<file path="src/rtl/i2s_tdm_pkg.sv">
// i2s_tdm_pkg: shared FSM state type and width constants for the I2S/TDM receiver
package i2s_tdm_pkg;
    localparam int MAX_LANES = 4;
    localparam int WORD_W = 32;
    typedef enum logic [1:0] {IDLE, WAIT_FS, RX} rx_state_t;
endpackage

</file>
<file path="src/rtl/i2s_tdm_rx_fifo.sv">
// i2s_tdm_rx_fifo: tagged-word FIFO with push/pop, flush and full/empty status
module i2s_tdm_rx_fifo
    import i2s_tdm_pkg::*;
#(
    parameter int DEPTH = 8,
    parameter int SW = 3
) (
    input  logic              clk_i,
    input  logic              rst_i,
    input  logic              flush_i,
    input  logic              push_i,
    input  logic [WORD_W-1:0] push_data_i,
    input  logic [SW-1:0]     push_slot_i,
    input  logic [1:0]        push_lane_i,
    input  logic              pop_i,
    output logic [WORD_W-1:0] data_o,
    output logic [SW-1:0]     slot_o,
    output logic [1:0]        lane_o,
    output logic              full_o,
    output logic              empty_o
);
    localparam int AW = $clog2(DEPTH);
    logic [WORD_W-1:0] mem_data [DEPTH];
    logic [SW-1:0]     mem_slot [DEPTH];
    logic [1:0]        mem_lane [DEPTH];
    logic [AW-1:0]     wr_ptr, rd_ptr;
    logic [AW:0]       cnt;
    logic              wr_ok, rd_ok;
    assign empty_o = cnt == '0;
    assign full_o  = cnt == (AW+1)'(DEPTH);
    assign rd_ok   = pop_i && !empty_o;
    assign wr_ok   = push_i && !flush_i && (!full_o || rd_ok);
    assign data_o  = empty_o ? '0 : mem_data[rd_ptr];
    assign slot_o  = empty_o ? '0 : mem_slot[rd_ptr];
    assign lane_o  = empty_o ? '0 : mem_lane[rd_ptr];
    // storage is unreset; the head is masked to zero while empty
    always_ff @(posedge clk_i)
        if (wr_ok) begin
            mem_data[wr_ptr] <= push_data_i;
            mem_slot[wr_ptr] <= push_slot_i;
            mem_lane[wr_ptr] <= push_lane_i;
        end
    // pointers wrap naturally at the power-of-two depth; count tracks occupancy
    always_ff @(posedge clk_i or posedge rst_i)
        if (rst_i) begin
            wr_ptr <= '0;
            rd_ptr <= '0;
            cnt    <= '0;
        end else if (flush_i) begin
            wr_ptr <= '0;
            rd_ptr <= '0;
            cnt    <= '0;
        end else begin
            if (wr_ok) wr_ptr <= wr_ptr + AW'(1);
            if (rd_ok) rd_ptr <= rd_ptr + AW'(1);
            cnt <= cnt + (AW+1)'(wr_ok) - (AW+1)'(rd_ok);
        end
endmodule

</file>
<file path="src/rtl/i2s_tdm_rx.sv">
// i2s_tdm_rx: multi-lane I2S/TDM receiver into a tagged FIFO; I2S_TDM_RX_PACK16_EN adds 16-bit pair packing
module i2s_tdm_rx
    import i2s_tdm_pkg::*;
#(
    parameter int NUM_LANES = 2,
    parameter int MAX_SLOTS = 8,
    parameter int FIFO_DEPTH = 8
) (
    input  logic                         clk_i,
    input  logic                         rst_i,
    input  logic                         cfg_en_i,
    input  logic [$clog2(MAX_SLOTS)-1:0] cfg_slots_i,
    input  logic [4:0]                   cfg_wlen_i,
    input  logic                         cfg_delay_i,
    input  logic                         cfg_lsb_first_i,
    input  logic [MAX_SLOTS-1:0]         cfg_slot_mask_i,
`ifdef I2S_TDM_RX_PACK16_EN
    input  logic                         cfg_pack16_i,
`endif
    input  logic                         ws_i,
    input  logic [NUM_LANES-1:0]         sd_i,
    output logic [WORD_W-1:0]            fifo_data_o,
    output logic [$clog2(MAX_SLOTS)-1:0] fifo_slot_o,
    output logic [1:0]                   fifo_lane_o,
    output logic                         fifo_valid_o,
    input  logic                         fifo_ready_i,
    output logic                         ovf_o,
    output logic                         frame_err_o
);
    localparam int SW = $clog2(MAX_SLOTS);
    rx_state_t         state, state_n;
    logic              ws_q, ws_rise, rise_ok, last, err, ovr, do_smp;
    logic [4:0]        bit_cnt, cur_bit;
    logic [SW-1:0]     slot_cnt, cur_slot, done_slot, hold_slot;
    logic [WORD_W-1:0] sh [NUM_LANES];
    logic [WORD_W-1:0] hold [MAX_LANES];
    logic              done_q, busy, push, pop, full, empty;
    logic [1:0]        idx;
    logic [WORD_W-1:0] push_data;
    assign ws_rise = ~ws_q & ws_i;
    assign pop = fifo_valid_o && fifo_ready_i;
    assign fifo_valid_o = !empty;
    // frame timing decode: which bit is sampled this cycle and whether a sync edge restarts the frame
    always_comb begin
        rise_ok  = ws_rise && (state == WAIT_FS || state == RX);
        last     = state == RX && bit_cnt == cfg_wlen_i && slot_cnt == cfg_slots_i;
        err      = state == RX && ws_rise && !last;
        ovr      = rise_ok && !last && !cfg_delay_i;
        do_smp   = ovr || (state == RX && !err);
        cur_bit  = ovr ? '0 : bit_cnt;
        cur_slot = ovr ? '0 : slot_cnt;
    end
    // next state: disable wins, a sync edge enters RX, the last bit of the frame waits for the next edge
    always_comb begin
        state_n = !cfg_en_i ? IDLE : state == IDLE ? WAIT_FS : rise_ok ? RX : last ? WAIT_FS : state;
    end
    // state register
    always_ff @(posedge clk_i or posedge rst_i)
        if (rst_i) state <= IDLE;
        else state <= state_n;
    // sync edge register and bit/slot counters
    always_ff @(posedge clk_i or posedge rst_i)
        if (rst_i) begin
            ws_q     <= 1'b0;
            bit_cnt  <= '0;
            slot_cnt <= '0;
        end else begin
            ws_q <= ws_i;
            if (!cfg_en_i || state == IDLE) begin
                bit_cnt  <= '0;
                slot_cnt <= '0;
            end else if (rise_ok) begin
                bit_cnt  <= ovr ? 5'd1 : 5'd0;
                slot_cnt <= '0;
            end else if (do_smp) begin
                bit_cnt  <= cur_bit == cfg_wlen_i ? 5'd0 : cur_bit + 5'd1;
                slot_cnt <= cur_bit == cfg_wlen_i ? cur_slot + SW'(1) : cur_slot;
            end
        end
    // per-lane deserialisers; bit 0 of a slot starts a fresh zero-extended word
    always_ff @(posedge clk_i or posedge rst_i)
        if (rst_i) begin
            for (int l = 0; l < NUM_LANES; l++) sh[l] <= '0;
        end else if (do_smp) begin
            for (int l = 0; l < NUM_LANES; l++)
                sh[l] <= cfg_lsb_first_i ? ((cur_bit == 5'd0 ? '0 : sh[l]) | (WORD_W'(sd_i[l]) << cur_bit))
                                         : (cur_bit == 5'd0 ? WORD_W'(sd_i[l]) : {sh[l][WORD_W-2:0], sd_i[l]});
        end
    // slot completion: snapshot all lanes one cycle after the last bit, then drain one lane per cycle
    always_ff @(posedge clk_i or posedge rst_i)
        if (rst_i) begin
            done_q    <= 1'b0;
            done_slot <= '0;
            hold_slot <= '0;
            busy      <= 1'b0;
            idx       <= '0;
            for (int l = 0; l < MAX_LANES; l++) hold[l] <= '0;
        end else if (!cfg_en_i) begin
            done_q    <= 1'b0;
            done_slot <= '0;
            hold_slot <= '0;
            busy      <= 1'b0;
            idx       <= '0;
            for (int l = 0; l < MAX_LANES; l++) hold[l] <= '0;
        end else begin
            done_q    <= do_smp && cur_bit == cfg_wlen_i && cfg_slot_mask_i[cur_slot];
            done_slot <= cur_slot;
            if (done_q) begin
                for (int l = 0; l < NUM_LANES; l++) hold[l] <= sh[l];
                hold_slot <= done_slot;
                busy      <= 1'b1;
                idx       <= '0;
            end else if (busy) begin
                idx  <= idx + 2'd1;
                busy <= idx != 2'(NUM_LANES - 1);
            end
        end
`ifdef I2S_TDM_RX_PACK16_EN
    logic [15:0]          half [MAX_LANES];
    logic [MAX_LANES-1:0] half_v;
    logic                 pack;
    assign pack      = cfg_pack16_i && cfg_wlen_i <= 5'd15;
    assign push      = busy && (!pack || half_v[idx]);
    assign push_data = pack ? {hold[idx][15:0], half[idx]} : hold[idx];
    // per-lane pending first half; a frame error or disable drops it
    always_ff @(posedge clk_i or posedge rst_i)
        if (rst_i) begin
            half_v <= '0;
            for (int l = 0; l < MAX_LANES; l++) half[l] <= '0;
        end else if (!cfg_en_i || err) begin
            half_v <= '0;
        end else if (busy && pack) begin
            half_v[idx] <= !half_v[idx];
            half[idx]   <= hold[idx][15:0];
        end
`else
    assign push      = busy;
    assign push_data = hold[idx];
`endif
    // sticky error flags, cleared by disable
    always_ff @(posedge clk_i or posedge rst_i)
        if (rst_i) begin
            ovf_o       <= 1'b0;
            frame_err_o <= 1'b0;
        end else if (!cfg_en_i) begin
            ovf_o       <= 1'b0;
            frame_err_o <= 1'b0;
        end else begin
            if (err) frame_err_o <= 1'b1;
            if (push && full && !pop) ovf_o <= 1'b1;
        end
    i2s_tdm_rx_fifo #(.DEPTH(FIFO_DEPTH), .SW(SW)) u_fifo (
        .clk_i       (clk_i),
        .rst_i       (rst_i),
        .flush_i     (!cfg_en_i),
        .push_i      (push),
        .push_data_i (push_data),
        .push_slot_i (hold_slot),
        .push_lane_i (idx),
        .pop_i       (pop),
        .data_o      (fifo_data_o),
        .slot_o      (fifo_slot_o),
        .lane_o      (fifo_lane_o),
        .full_o      (full),
        .empty_o     (empty)
    );
endmodule

</file>
<file path="config.mk">
export PLATFORM = sky130hd
export DESIGN_NAME = i2s_tdm_rx
export DESIGN_NICKNAME = d
export VERILOG_FILES = /design/src/rtl/i2s_tdm_pkg.sv /design/src/rtl/i2s_tdm_rx_fifo.sv /design/src/rtl/i2s_tdm_rx.sv
export SDC_FILE = /design/constraint.sdc
export NUM_CORES = 1
export LEC_CHECK = 0
export BUFFER_PORTS_ARGS = -buffer_cell sky130_fd_sc_hd__buf_4
export CAP_MARGIN = 10
export CORE_AREA = 2 2 259 261
export CTS_BUF_LIST = sky130_fd_sc_hd__clkbuf_8 sky130_fd_sc_hd__clkbuf_16
export CTS_CLUSTER_DIAMETER = 50
export CTS_CLUSTER_SIZE = 24
export DETAILED_ROUTE_END_ITERATION = 6
export DIE_AREA = 0 0 261 263
export GPL_TIMING_DRIVEN = 0
export HOLD_SLACK_MARGIN = 0.15
export PLACE_DENSITY_LB_ADDON = 0.25
export SYNTH_ARGS = -nofsm -noshare
export SYNTH_HDL_FRONTEND = slang
export SYNTH_SLANG_ARGS = --single-unit
</file>
<file path="constraint.sdc">
create_clock -name clk_i -period 5.4 [get_ports clk_i]
set_input_delay 0.54 -clock clk_i [delete_from_list [all_inputs] [get_ports clk_i]]
set_output_delay 0.54 -clock clk_i [all_outputs]
set_load 0.005 [all_outputs]
</file>
==> flow_summary.ini <==
[yosys]
syn_avg_cell_area_um2 = 15.3
async_flop_share = 0.352
netlist_instances = 1277
syn-num-nets = 1317
yosys_most_used_dff = edfxtp_1
yosysWarnings = 0
yosysUniqueCellTypes = 64
ys_seq_area_frac = 0.661
synth-seq-cells = 457
synthesis.area_um2 = 19500
synth_edf_count = 296

[detailed_routing]
drtIter0Drc = 873
drt-met1-wl_mm = 23.2
met3_length_mm = 2.38
drt_wl_total_mm = 49.7
firstDrtPassIters = 7
ant_nets = 0
drt-wirelength-per-cell_um = 21.5
drc = 0
via_count = 11400
vias_per_cell = 4.94
met2_length_mm = 23.0
topRoutingLayerUsed = met4

[cells_and_area]
final_core_util = 0.351
nets = 1446
diodes = 0
final_area_um2 = 23000
fill_cells = 6414
area_growth_pct = 17.9
layoutNonFillerInstCount = 2309
drive_gt1_frac = 0.191

[clocking]
cts_buffers = 47
cts_setup_buffers = 0
path_clk_slew_ps = 60
insertion_delay_ps = 600
postCtsResizedCells = 0
cts-root-buf = clkbuf_16
clock_sinks = 457
cts_hold_buf = 2
cts_tree = yes
clock_path_buffers = 3
cts_max_level = 2

[sta]
finClkSkew_ps = 25.3
finalSetupTns_ps = 0
finalHoldViolations = 0
fin_crit_ps = 3920
rsz0062_at_grt = false
slew_viol_final = 0
max_clock_freq_ghz = 0.255
tightestPinTransition_ps = 1100
finalCritPeriodShare = 0.725
whs_ps = 287
setup-violations-final = 0
timing.final.ws_setup_ps = 1480
max_slew_margin = 0.265

[worst_hold_path]
holdPathStages = 3
min_path_type = input pin to flip-flop

[worst_setup_path]
arrival_ps = 4420
critPathMaxFanout = 10
start_kind = flip-flop
r2r_cells = 14
cp.required_ps = 5900
critPathKind = flip-flop to flip-flop
end_kind = flip-flop

[floorplanning]
die_y_um = 263
fp.dieArea_um2 = 68600
placementRows = 94
io_pins = 65
die_x_um = 261
core_area_um2 = 65600
start_util = 0.298

[pwr]
p_leak_nw = 8.03
power_mw = 8.75
peakVddDrop_v = 0.000203
power_density_nw_per_um2 = 380

[placed_design]
pre_cts_slack_ps = 1380
routabilityCongestion = 0.868
portBuffers = 63
placedCellCount = 2219
place_area_um2 = 21400
dp_hpwl_mm = 34.0

[global_route]
gr-total-overflow = 0
grt_usage = 0.146
grt_pass1_vias = 11800
grt_pass1_wl_mm = 75.9
grt_max_degree = 96
antenna_found_initial = 1

[job]
cap_violations = 0

[outcome]
outcome = finished, final reports clean
==> metal layers <==
metal | track usage | up-vias
met5 | 0 | -
met4 | 0.0412 | 0
met3 | 0.0232 | 75
met2 | 0.230 | 293
met1 | 0.209 | 5891
li1 | - | 5154
==> critical path, cell delays in order (launching register included) <==
cell and delay, ps:
dfrtp_1 460, xnor2_1 260, o2111ai_1 260, or4_4 520, nand2_1 120, clkbuf_1 340, nand2_1 160, ha_1 230
o21ai_0 80, a21o_1 320, a22o_1 280, buf_2 280, buf_2 300, nand2_1 110, o21ai_1 100
==> kinds of logic (layout without fill, tap and decap cells) <==
| kind of cell | after synthesis | in the layout | share of synthesized area |
|---|---|---|---|
| flops | 457 | 457 | 0.661 |
| xor+xnor | 14 | 14 | 0.00666 |
| compound gates | 163 | 163 | 0.0614 |
| simple gates | 309 | 309 | 0.0818 |
| fa+ha+maj | 15 | 15 | 0.00999 |
| mux | 214 | 214 | 0.158 |
| buf+inv | 105 | 273 | 0.0215 |
==> layout make-up <==
type / instances / area, um^2 / area share
multi-input cells: 715 / 6260 / 0.272
repair buffers: 80 / 731 / 0.0317
clock inverters: 40 / 422 / 0.0183
clock buffers: 48 / 1200 / 0.0521
well taps: 864 / 1080 / 0.0469
flip-flops and latches: 457 / 12900 / 0.561
plain buffers: 83 / 338 / 0.0147
inverters: 22 / 90.1 / 0.00391
==> cells in the final DEF (no fill, tap or decap), types with 19 or more instances in the layout <==
cell	netlist	final
buf_4	0	64
o21ai_0	21	21
mux4_2	75	75
dfrtp_1	161	161
a22oi_1	22	22
a221o_1	19	19
mux2i_1	138	138
nand2_1	48	48
a21oi_1	19	19
inv_1	20	26
nor2b_1	73	73
edfxtp_1	296	296
nor2_1	88	82
clkbuf_1	54	54
clkbuf_16	0	48
==> path summary, 6_finish.rpt <==
path,end,slack [ps],from
max in group asynchronous,sh[28],4040,rst_i
min,sh[39],290,sd_i[0]
max,sh[3],1480,slot_cnt[2]
min in group asynchronous,slot_cnt[1],540,rst_i
min reg2reg,frame_err_o,500,frame_err_o
max reg2reg,sh[3],1480,slot_cnt[2]
==> cell usage after synthesis, drive strengths merged (22+ instances only) <==
cell | number | area share
buf | 29 | 0.0069
inv | 22 | 0.0042
mux2i | 138 | 0.071
a22oi | 22 | 0.0085
clkbuf | 54 | 0.010
nor2 | 89 | 0.017
nand2 | 48 | 0.0092
edfxtp | 296 | 0.45
nor2b | 73 | 0.023
mux4 | 75 | 0.086
o21ai | 39 | 0.010
dfrtp | 161 | 0.21
==> flip-flops by register name, indices dropped and copies added, names as in the netlist, 2 cells and up <==
signal	flops
bit_cnt	5
done_slot	3
hold	64
hold_slot	3
idx	2
sh	64
slot_cnt	3
state	2
u_fifo.cnt	4
u_fifo.mem_data	256
u_fifo.mem_lane	16
u_fifo.mem_slot	24
u_fifo.rd_ptr	3
u_fifo.wr_ptr	3
==> report_power, final <==
| part | internal, mW | switching [mW] | leakage, nW |
|---|---|---|---|
| Sequential | 3.73 | 0.0418 | 5.00 |
| Combinational | 0.798 | 0.824 | 2.22 |
| Clock | 1.80 | 1.55 | 0.809 |
Power figures use the tool's default switching activity.
